`src/rtl/comparator_2bit.sv`:
```
// Registered magnitude comparator with one-hot less/equal/greater flags and 1-cycle latency.
// Optional saturating per-result event counters are enabled by defining COMPARATOR_STATS_EN.
module comparator_2bit #(
  parameter int WIDTH      = 2,
  parameter int SIGNED_CMP = 0,
  parameter int CNT_W      = 8
) (
  input  logic             sys_clk,
  input  logic             sys_rst,
  input  logic             in_valid,
  input  logic [WIDTH-1:0] a,
  input  logic [WIDTH-1:0] b,
  output logic             out_valid,
  output logic             less,
  output logic             equal,
  output logic             greater
`ifdef COMPARATOR_STATS_EN
  ,
  input  logic             stats_clr,
  output logic [CNT_W-1:0] cnt_less,
  output logic [CNT_W-1:0] cnt_equal,
  output logic [CNT_W-1:0] cnt_greater
`endif
);

  // Flipping the sign bit maps two's complement onto offset binary, so one
  // unsigned compare serves both modes.
  localparam logic [WIDTH-1:0] MSB_MASK = (SIGNED_CMP != 0) ?
                                          (WIDTH'(1'b1) << (WIDTH - 1)) : WIDTH'(1'b0);

  function automatic logic is_less(input logic [WIDTH-1:0] x, input logic [WIDTH-1:0] y);
    return (x ^ MSB_MASK) < (y ^ MSB_MASK);
  endfunction

  logic less_s;
  logic equal_s;
  logic greater_s;

  // Combinational compare of the current operands
  always_comb begin
    less_s    = 1'b0;
    equal_s   = 1'b0;
    greater_s = 1'b0;
    if (a == b) begin
      equal_s = 1'b1;
    end else if (is_less(a, b)) begin
      less_s = 1'b1;
    end else begin
      greater_s = 1'b1;
    end
  end

  // Result register; flags hold their last value while in_valid is low
  always_ff @(posedge sys_clk) begin
    if (sys_rst) begin
      out_valid <= 1'b0;
      less      <= 1'b0;
      equal     <= 1'b0;
      greater   <= 1'b0;
    end else if (in_valid) begin
      out_valid <= 1'b1;
      less      <= less_s;
      equal     <= equal_s;
      greater   <= greater_s;
    end else begin
      out_valid <= 1'b0;
    end
  end

`ifdef COMPARATOR_STATS_EN
  localparam logic [CNT_W-1:0] CNT_MAX = {CNT_W{1'b1}};

  function automatic logic [CNT_W-1:0] sat_inc(input logic [CNT_W-1:0] c);
    if (c == CNT_MAX) begin
      return c;
    end else begin
      return c + CNT_W'(1'b1);
    end
  endfunction

  // Event counters; a clear in the same cycle as a valid sample drops that sample
  always_ff @(posedge sys_clk) begin
    if (sys_rst || stats_clr) begin
      cnt_less    <= '0;
      cnt_equal   <= '0;
      cnt_greater <= '0;
    end else if (in_valid) begin
      if (less_s) begin
        cnt_less <= sat_inc(cnt_less);
      end else if (equal_s) begin
        cnt_equal <= sat_inc(cnt_equal);
      end else begin
        cnt_greater <= sat_inc(cnt_greater);
      end
    end else begin
      cnt_less    <= cnt_less;
      cnt_equal   <= cnt_equal;
      cnt_greater <= cnt_greater;
    end
  end
`endif

endmodule

```
`config.mk`:
```
export PLATFORM = sky130hd
export DESIGN_NAME = comparator_2bit
export DESIGN_NICKNAME = d
export VERILOG_FILES = /design/src/rtl/comparator_2bit.sv
export SDC_FILE = /design/constraint.sdc
export NUM_CORES = 1
export LEC_CHECK = 0
export BUFFER_PORTS_ARGS = -buffer_cell sky130_fd_sc_hd__buf_4
export CAP_MARGIN = 15
export CORE_AREA = 2 2 39 41
export CTS_CLUSTER_SIZE = 8
export DETAILED_ROUTE_END_ITERATION = 12
export DIE_AREA = 0 0 41 43
export HOLD_SLACK_MARGIN = 0.02
export RECOVER_POWER = 25
export SYNTH_ARGS = -nofsm -noshare
export SYNTH_HDL_FRONTEND = slang
export SYNTH_SLANG_ARGS = --single-unit
```
`constraint.sdc`:
```
create_clock -name sys_clk -period 1.5 [get_ports sys_clk]
set_input_delay 0.15 -clock sys_clk [delete_from_list [all_inputs] [get_ports sys_clk]]
set_output_delay 0.15 -clock sys_clk [all_outputs]
set_load 0.02 [all_outputs]
```
# Yosys cells after proc, flatten, opt, wreduce, memory -nomap -nowiden
# Index checks and enable logic that the tools add are counted.
[word_totals]
reg_bits = 4
input_bits = 7
[classes]
magnitude_cmp = 1
n_eq_ne = 1
n_mux = 6
[op_table]
columns = ["cell", "count"]
rows = [
  ["$mux W1", 6],
  ["$eq A2 B2 Y1", 1],
  ["$lt A2 B2 Y1", 1],
]

# Logic depth before layout (Yosys ltp)
# Gate-level depths: netlist (run 1).
[logic_depth]
depth_word = 3
depth_mapped = 5
ltp_nobuf = 5

# Worst setup path after synthesis (run 1)
# No wires, ideal clock.
[synth_path]
kind = "in2reg"
from = "in b[1]"
to = "reg less"
setup_time_ps = 116
arrival_time_ps = 750
required_time_ps = 1384
path_slack_ps = 634
stages = 4
path_cell_list = "inv_1 > ha_1 > a21oi_1 > a31o_2"
[synth_via]
elab_chain_len = 3
[synth_rtl]
columns = ["element", "line", "rtl"]
rows = [
  ["start: declaration", "12", "input logic [WIDTH-1:0] b,"],
  ["$lt A2 B2 Y1", "32", "return (x ^ MSB_MASK) < (y ^ MSB_MASK);"],
  ["$mux W1", "46", "end else if (is_less(a, b)) begin"],
  ["$mux W1 *", "44", "if (a == b) begin"],
  ["end signal: assignment", "62", "less <= less_s;"],
  ["end: declaration", "14", "output logic less,"],
]
# Every way passes the cells marked *; elsewhere a longest branch is shown, timed or not.
# A chain may end at the register's enable or synchronous reset.

# Worst setup path after layout (run 1)
[layout_path]
from = "reg less"
to = "out less"
# No word-level cell between the ends.

==> key figures, run 1 <==
Clock tree
  • Clock latency of the later-clocked register in the worst-skew pair: 230 ps
  • Root cell of the clock tree: clkbuf_4
  • Number of hold buffers added after CTS: 0
  • Setup Fix Bufs, Post-CTS: 0
  • Num CTS Buffers: 3
  • H-tree lvl count: 1
  • Clock transition at path regs: 40 ps
  • Number of sinks on the clock net: 4
  • Number of buffers on the longest clock path: 2
  • Total of cells resized after clock tree synthesis: 0
  • TritonCTS clock tree: done

STA
  • Number of setup violations in the final report: 0
  • Least-Margin Pin Slew: 198 ps
  • Final period utilization: 0.556
  • Normalized max-slew margin: 0.867
  • Highest Clock Rate: 1.20 GHz
  • Final hold violations: 0
  • Final worst clock skew: 0 ps
  • Final setup TNS: 0 ps
  • Worst hold margin: 109 ps
  • Unrepaired setup endpoints after global routing: no
  • Final Max Slew Viols: 0
  • Minimum clock period: 833 ps

Route
  • Count of vias placed by the detailed router: 185
  • DRT Pass-1 Iters: 2
  • DRC violation count after routing: 0
  • Total wire length after detailed routing: 370 um
  • Post-detailed-route count of antenna-violating nets: 0
  • Initial DRC Count: 1
  • Vias per cell: 3.78
  • Routed wire length per instance: 7.55 um

Synth
  • Synth Cell Area: 188 sq um
  • Count of cell types in the netlist: 11
  • Cell type contributing the most total cell area after synthesis: dfxtp_1
  • Syn_nets: 29
  • Flop and latch count out of synthesis: 4
  • Mean instance size in the synthesized netlist: 9.38 sq um
  • Portion of synthesized cell area occupied by the leading cell type: 0.427
  • Number of synthesis warnings: 0
  • Synth Instances: 20
  • Seq/Total Area, Yosys: 0.427
  • Largest cells by area after synthesis: dfxtp_1, ha_1, inv_1, nor2b_4, a21oi_1

Final layout
  • Share of cells above drive strength 1: 0.424
  • Number of fillers in the final layout: 169
  • Reg area: 80.1 sq um
  • Synthesis-to-finish area growth: 58.7%
  • Post-route cell area: 298 sq um
  • Area of the multi-input gates: 85.1 sq um
  • Ant. Diodes: 0
  • Total number of nets in the final design: 44

Flow run
  • Max-cap check violation count: 0

Critical path
  • Required arrival time at the worst endpoint: 1350 ps
  • Stage delay of the slowest cell on the critical path: 320 ps
  • Cell-by-cell listing of the critical path: buf_4
  • CP arrival: 680 ps
  • Worst setup SP type: flip-flop
  • Timing startpoint of the critical path: less
  • Buffers and inverters on the worst path: 1
  • Crit-path leading delay family: flip-flops
  • Cell with the biggest individual delay on the critical path: dfxtp_1
  • Startpoint-to-endpoint class of the critical path: flip-flop to output pin
  • Endpoint kind of the worst setup timing path: output pin
  • Maximum fanout count along the critical path: 2
  • Startpoint of the most critical register-to-register path: less

Place
  • Half-perimeter wire length of the detailed placement result: 325 um
  • Placed cell areas: 283 sq um
  • Count of buffers from port buffering: 10
  • Weighted congestion at the end of routability-driven global placement: 0.610

Floorplan
  • Width of the die: 41 um
  • Effective utilization at floorplan: 0.136
  • Std cell rows: 14
  • Number of ports placed on the die boundary: 11
  • Die height: 43 um
  • Floorplan die area: 1760 sq um
  • Placeable core region: 1380 sq um

GRT
  • Global-route wire length before repair: 600 um
  • Global-route congestion overflow total: 0
  • Global Route Usage Sum: 0.0502
  • Vias in the first global route: 170
  • Initial antenna violation count: 0
  • Maximum number of pins on one net before global-route repair: 6

Min path
  • Worst hold-check path type: primary input to flip-flop
  • Hold_sp: sys_rst

Power and ir drop
  • Leak pwr: 0.143 nW
  • Peak supply drop: 0.000210 V
  • Power per unit of standard cell area: 1020 nW/um^2
  • Post-layout power: 0.000303 W

Status
  • Status: finished, final reports clean
==> layer usage <==
layer	track usage	wire length [um]	up-vias
met4	0.0600	0	0
li1	-	-	94
met5	0	0	-
met1	0.0417	120	89
met2	0.0875	235	2
met3	0	14	0
==> cell families (layout without fill, tap and decap cells) <==
family / Yosys count / in the layout / synth area share
adders and majority gates: 2 / 2 / 0.133
and+or+nand+nor: 6 / 6 / 0.213
DFF: 4 / 4 / 0.427
buffers and inverters: 4 / 17 / 0.0800
AOI/OAI and AO/OA: 4 / 4 / 0.147
==> area by class of cell <==
class / count / share of cell area
clock buffers: 3 / 0.0756
flip-flops and latches: 4 / 0.269
well taps: 16 / 0.0672
repair buffers: 10 / 0.252
inverters: 4 / 0.0504
multi-input cells: 12 / 0.286
==> synthesized netlist by cell type <==
cell type and instances:
dfxtp_1 4, inv_1 4, a21oi_1 2, ha_1 2, nand2_1 2, a31o_2 1, nand2b_1 1, nand3_1 1
nor2b_4 1, nor3b_1 1, o32ai_1 1
==> report_power, final <==
group	internal (W)	switching, W	total [W]
Clock	0.0000893	0.0000401	0.000129
Combinational	0.0000296	0.0000277	0.0000573
Sequential	0.000114	0.00000278	0.000117
Total	0.000233	0.0000706	0.000303
==> flip-flops by register name (all words and copies together), names as in the netlist <==
register / flops
less: 1
greater: 1
out_valid: 1
equal: 1
==> final timing paths <==
kind / cells past startpoint / to / slack [ps]
worst max register to register: 2 / less / 770
worst max-delay path: 1 / less / 670
worst min register to register: 2 / equal / 460
worst min-delay path: 2 / equal / 110
==> stage by stage <==
step / cells / setup slack [ps] / util
5_1_grt: 49 / 638 / 0.215
3_3_place_gp: 46 / 462 / 0.204
2_1_floorplan: 20 / 634 / -
6_report: 49 / 667 / 0.215
4_1_cts: 49 / 653 / 0.221
3_5_place_dp: 46 / 471 / 0.204
==> layout by cell type, fill, tap and decap left out <==
| cell type | netlist | final |
|---|---|---|
| buf_4 | 0 | 9 |
| inv_1 | 4 | 4 |
| clkbuf_4 | 0 | 4 |
| dfxtp_1 | 4 | 4 |
| a21oi_1 | 2 | 2 |
| nand2_1 | 2 | 2 |
| ha_1 | 2 | 2 |
| nand3_1 | 1 | 1 |
| nand2b_1 | 1 | 1 |
| nor2b_1 | 0 | 1 |
| o32ai_1 | 1 | 1 |
| nor3b_1 | 1 | 1 |
| a31o_2 | 1 | 1 |
(Power assumes the default switching activity.)
==> run 2, diff against run 1 <==
--- a/config.mk
+++ b/config.mk
@@ -5,6 +5,7 @@
 export SDC_FILE = /design/constraint.sdc
 export NUM_CORES = 1
 export LEC_CHECK = 0
+export ABC_AREA = 1
 export BUFFER_PORTS_ARGS = -buffer_cell sky130_fd_sc_hd__buf_4
 export CAP_MARGIN = 15
 export CORE_AREA = 2 2 39 41
==> constraint.sdc (replaced) <==
create_clock -name sys_clk -period 0.8 [get_ports sys_clk]
set_input_delay 0.08 -clock sys_clk [delete_from_list [all_inputs] [get_ports sys_clk]]
set_output_delay 0.08 -clock sys_clk [all_outputs]
set_load 0.02 [all_outputs]
==> key figures, run 2 <==
Status
  • Status: finished, final reports clean

Route
  • DRT Pass-1 Iters: 2 (unchanged)
  • Count of vias placed by the detailed router: 196 (+5.9%)
  • Vias per cell: 3.50 (-7.3%)
  • DRC violation count after routing: 0 (unchanged)
  • Total wire length after detailed routing: 383 um (+3.5%)
  • Initial DRC Count: 3 (+2)
  • Post-detailed-route count of antenna-violating nets: 0 (unchanged)
  • Routed wire length per instance: 6.84 um (-9.4%)

STA
  • Worst hold margin: 25.2 ps (-83.4 ps)
  • Least-Margin Pin Slew: 163 ps (-35.0 ps)
  • Unrepaired setup endpoints after global routing: no
  • Final setup TNS: 0 ps (unchanged)
  • Number of setup violations in the final report: 0 (unchanged)
  • Final worst clock skew: 0 ps (unchanged)
  • Final hold violations: 0 (unchanged)
  • Highest Clock Rate: 1.31 GHz
  • Normalized max-slew margin: 0.891 (+0.0238)
  • Final Max Slew Viols: 0 (unchanged)
  • Minimum clock period: 762 ps
  • Final period utilization: 0.952

Critical path
  • Cell with the biggest individual delay on the critical path: dfxtp_1
  • Cell-by-cell listing of the critical path: buf_4
  • Startpoint of the most critical register-to-register path: less
  • Buffers and inverters on the worst path: 1 (unchanged)
  • Worst setup SP type: flip-flop
  • Endpoint kind of the worst setup timing path: output pin
  • Setup crit end: less
  • Stage delay of the slowest cell on the critical path: 320 ps (about the same)
  • Crit-path leading delay family: flip-flops
  • Required arrival time at the worst endpoint: 720 ps (-630 ps)
  • Path length in cells of the critical path: 1 (unchanged)
  • R2r worst-path depth: 4 (+2)
  • Worst setup slack for register-to-register paths: 180 ps (-590 ps)
  • R2R Path End: less
  • Startpoint-to-endpoint class of the critical path: flip-flop to output pin
  • Maximum fanout count along the critical path: 2 (unchanged)
  • Timing startpoint of the critical path: less
  • CP arrival: 680 ps (about the same)

Final layout
  • Post-route cell area: 314 sq um (+5.5%)
  • Commonest cells after routing, fill and taps aside: inv_1, buf_4, nor2_1, nand2_1, clkbuf_4
  • Total number of nets in the final design: 51 (+16%)
  • Ant. Diodes: 0 (unchanged)
  • Synthesis-to-finish area growth: 65.1%
  • Reg area: 82.6 sq um (+3.1%)
  • Number of fillers in the final layout: 164 (-3.0%)
  • Share of cells above drive strength 1: 0.375 (-0.0492)
  • Area of the multi-input gates: 83.8 sq um (-1.5%)

Clock tree
  • TritonCTS clock tree: done
  • H-tree lvl count: 1 (unchanged)
  • Number of hold buffers added after CTS: 0 (unchanged)
  • Number of buffers on the longest clock path: 2 (unchanged)
  • Clock latency of the later-clocked register in the worst-skew pair: 230 ps (about the same)
  • Clock transition at path regs: 40 ps (about the same)
  • Num CTS Buffers: 3 (unchanged)
  • Root cell of the clock tree: clkbuf_4
  • Number of sinks on the clock net: 4 (unchanged)

Synth
  • Synth Instances: 27 (+35%)
  • Cell type contributing the most total cell area after synthesis: dfxtp_1
  • Largest cells by area after synthesis: dfxtp_1, inv_1, ha_1, nand2_1, nor2_1
  • Count of cell types in the netlist: 7 (-4)
  • Synth Cell Area: 190 sq um (+1.3%)
  • Syn_nets: 36 (+24%)
  • Flop and latch count out of synthesis: 4 (unchanged)
  • Most instantiated cells after synthesis: inv_1, nand2_1, nor2_1, dfxtp_1, ha_1
  • Commonest register cell after synthesis: dfxtp_1
  • Portion of synthesized cell area occupied by the leading cell type: 0.421 (-0.00561)
  • Leading cell type by number of instances after synthesis: inv_1
  • Number of enable-type register cells in the synthesized netlist: 0 (unchanged)
  • Seq/Total Area, Yosys: 0.421 (-0.00561)
  • Mean instance size in the synthesized netlist: 7.04 sq um (-25%)
  • Number of synthesis warnings: 0 (unchanged)
  • Async set or reset register ratio after synthesis: 0 (unchanged)

Place
  • Count of buffers from port buffering: 10 (unchanged)
  • Weighted congestion at the end of routability-driven global placement: 0.592 (-2.9%)
  • Half-perimeter wire length of the detailed placement result: 332 um (+2.3%)
  • Placed cell areas: 285 sq um (+0.89%)

GRT
  • Global Route Usage Sum: 0.0641 (+0.0140)
  • Vias in the first global route: 228 (+34%)
  • Initial antenna violation count: 0 (unchanged)
  • Global-route wire length before repair: 752 um (+25%)
  • Maximum number of pins on one net before global-route repair: 5 (-1)
  • Global-route congestion overflow total: 0 (unchanged)

Power and ir drop
  • Peak supply drop: 0.000364 V (+73%)
  • Leak pwr: 0.169 nW (+18%)
  • Power per unit of standard cell area: 1850 nW/um^2 (+82%)
  • Post-layout power: 0.000582 W (+92%)

Floorplan
  • Number of ports placed on the die boundary: 11 (unchanged)
  • Die height: 43 um (unchanged)
  • Placeable core region: 1380 sq um (unchanged)
  • Width of the die: 41 um (unchanged)
  • Floorplan die area: 1760 sq um (unchanged)
  • Effective utilization at floorplan: 0.137 (+0.00181)
  • Std cell rows: 14 (unchanged)

Min path
  • Worst hold-check path type: primary input to flip-flop

Flow run
  • Max-cap check violation count: 0 (unchanged)
-- run 2: cell types whose count changed in the layout (fill, tap and decap cells not counted), moves of 2 or more --
cell     delta
nand2_1     +4
a21oi_1     -2
dfxtp_1     -2
inv_1       +3
buf_4       -2
buf_6       +2
nor2_1      +6
dfxtp_2     +2
-- run 2: how the worst min path moves through the flow --
| stage | start | slack, ps | endpoint | cells past startpoint |
|---|---|---|---|---|
| finish | sys_rst | 30 | greater | 2 |
| global route | sys_rst | 20 | greater | 2 |
| CTS | sys_rst | 30 | greater | 2 |
| detailed placement | sys_rst | 270 | greater | 2 |
| global placement | sys_rst | 270 | greater | 2 |
| floorplan | sys_rst | 140 | greater | 1 |
-- run 2: cells by family after synthesis --
group           after synthesis  share of synthesized area
simple gates                 13                      0.263
flops                         4                      0.421
buf+inv                       7                      0.138
compound gates                1                     0.0461
fa+ha+maj                     2                      0.132
-- run 2: layout make-up --
type,instances,area share
inverter,7,0.0837
timing repair buffer,10,0.251
tap,16,0.0637
multi-input combinational,16,0.267
sequential,4,0.263
clock buffer,3,0.0717
-- run 2: metal layers --
| metal | global-route usage | part of all wire | vias to the layer above |
|---|---|---|---|
| met5 | 0 | 0 | - |
| met4 | 0.0400 | 0 | 0 |
| met3 | 0.0314 | 0.047 | 0 |
| met2 | 0.113 | 0.62 | 5 |
| met1 | 0.0511 | 0.33 | 86 |
| li1 | - | - | 105 |
-- run 2: power by group --
group          total [W]  switching, W  internal (W)
Combinational   0.000115     0.0000577     0.0000571
Sequential      0.000224    0.00000768      0.000216
Clock           0.000244     0.0000761      0.000167
Total           0.000582      0.000142      0.000440
-- run 2: timing repair --
item | in CTS | in global routing
resized for setup | 0 | 4
setup endpoints to repair | 0 | 2
setup buffers | 0 | 0
-- run 2: metrics by stage --
stage	util	instances	setup slack, ps
after global routing	0.227	56	3.87
after global placement	0.206	53	-109
after floorplan	-	27	48.7
after detailed placement	0.206	53	-114
final	0.227	56	38.4
after CTS	0.222	56	5.50
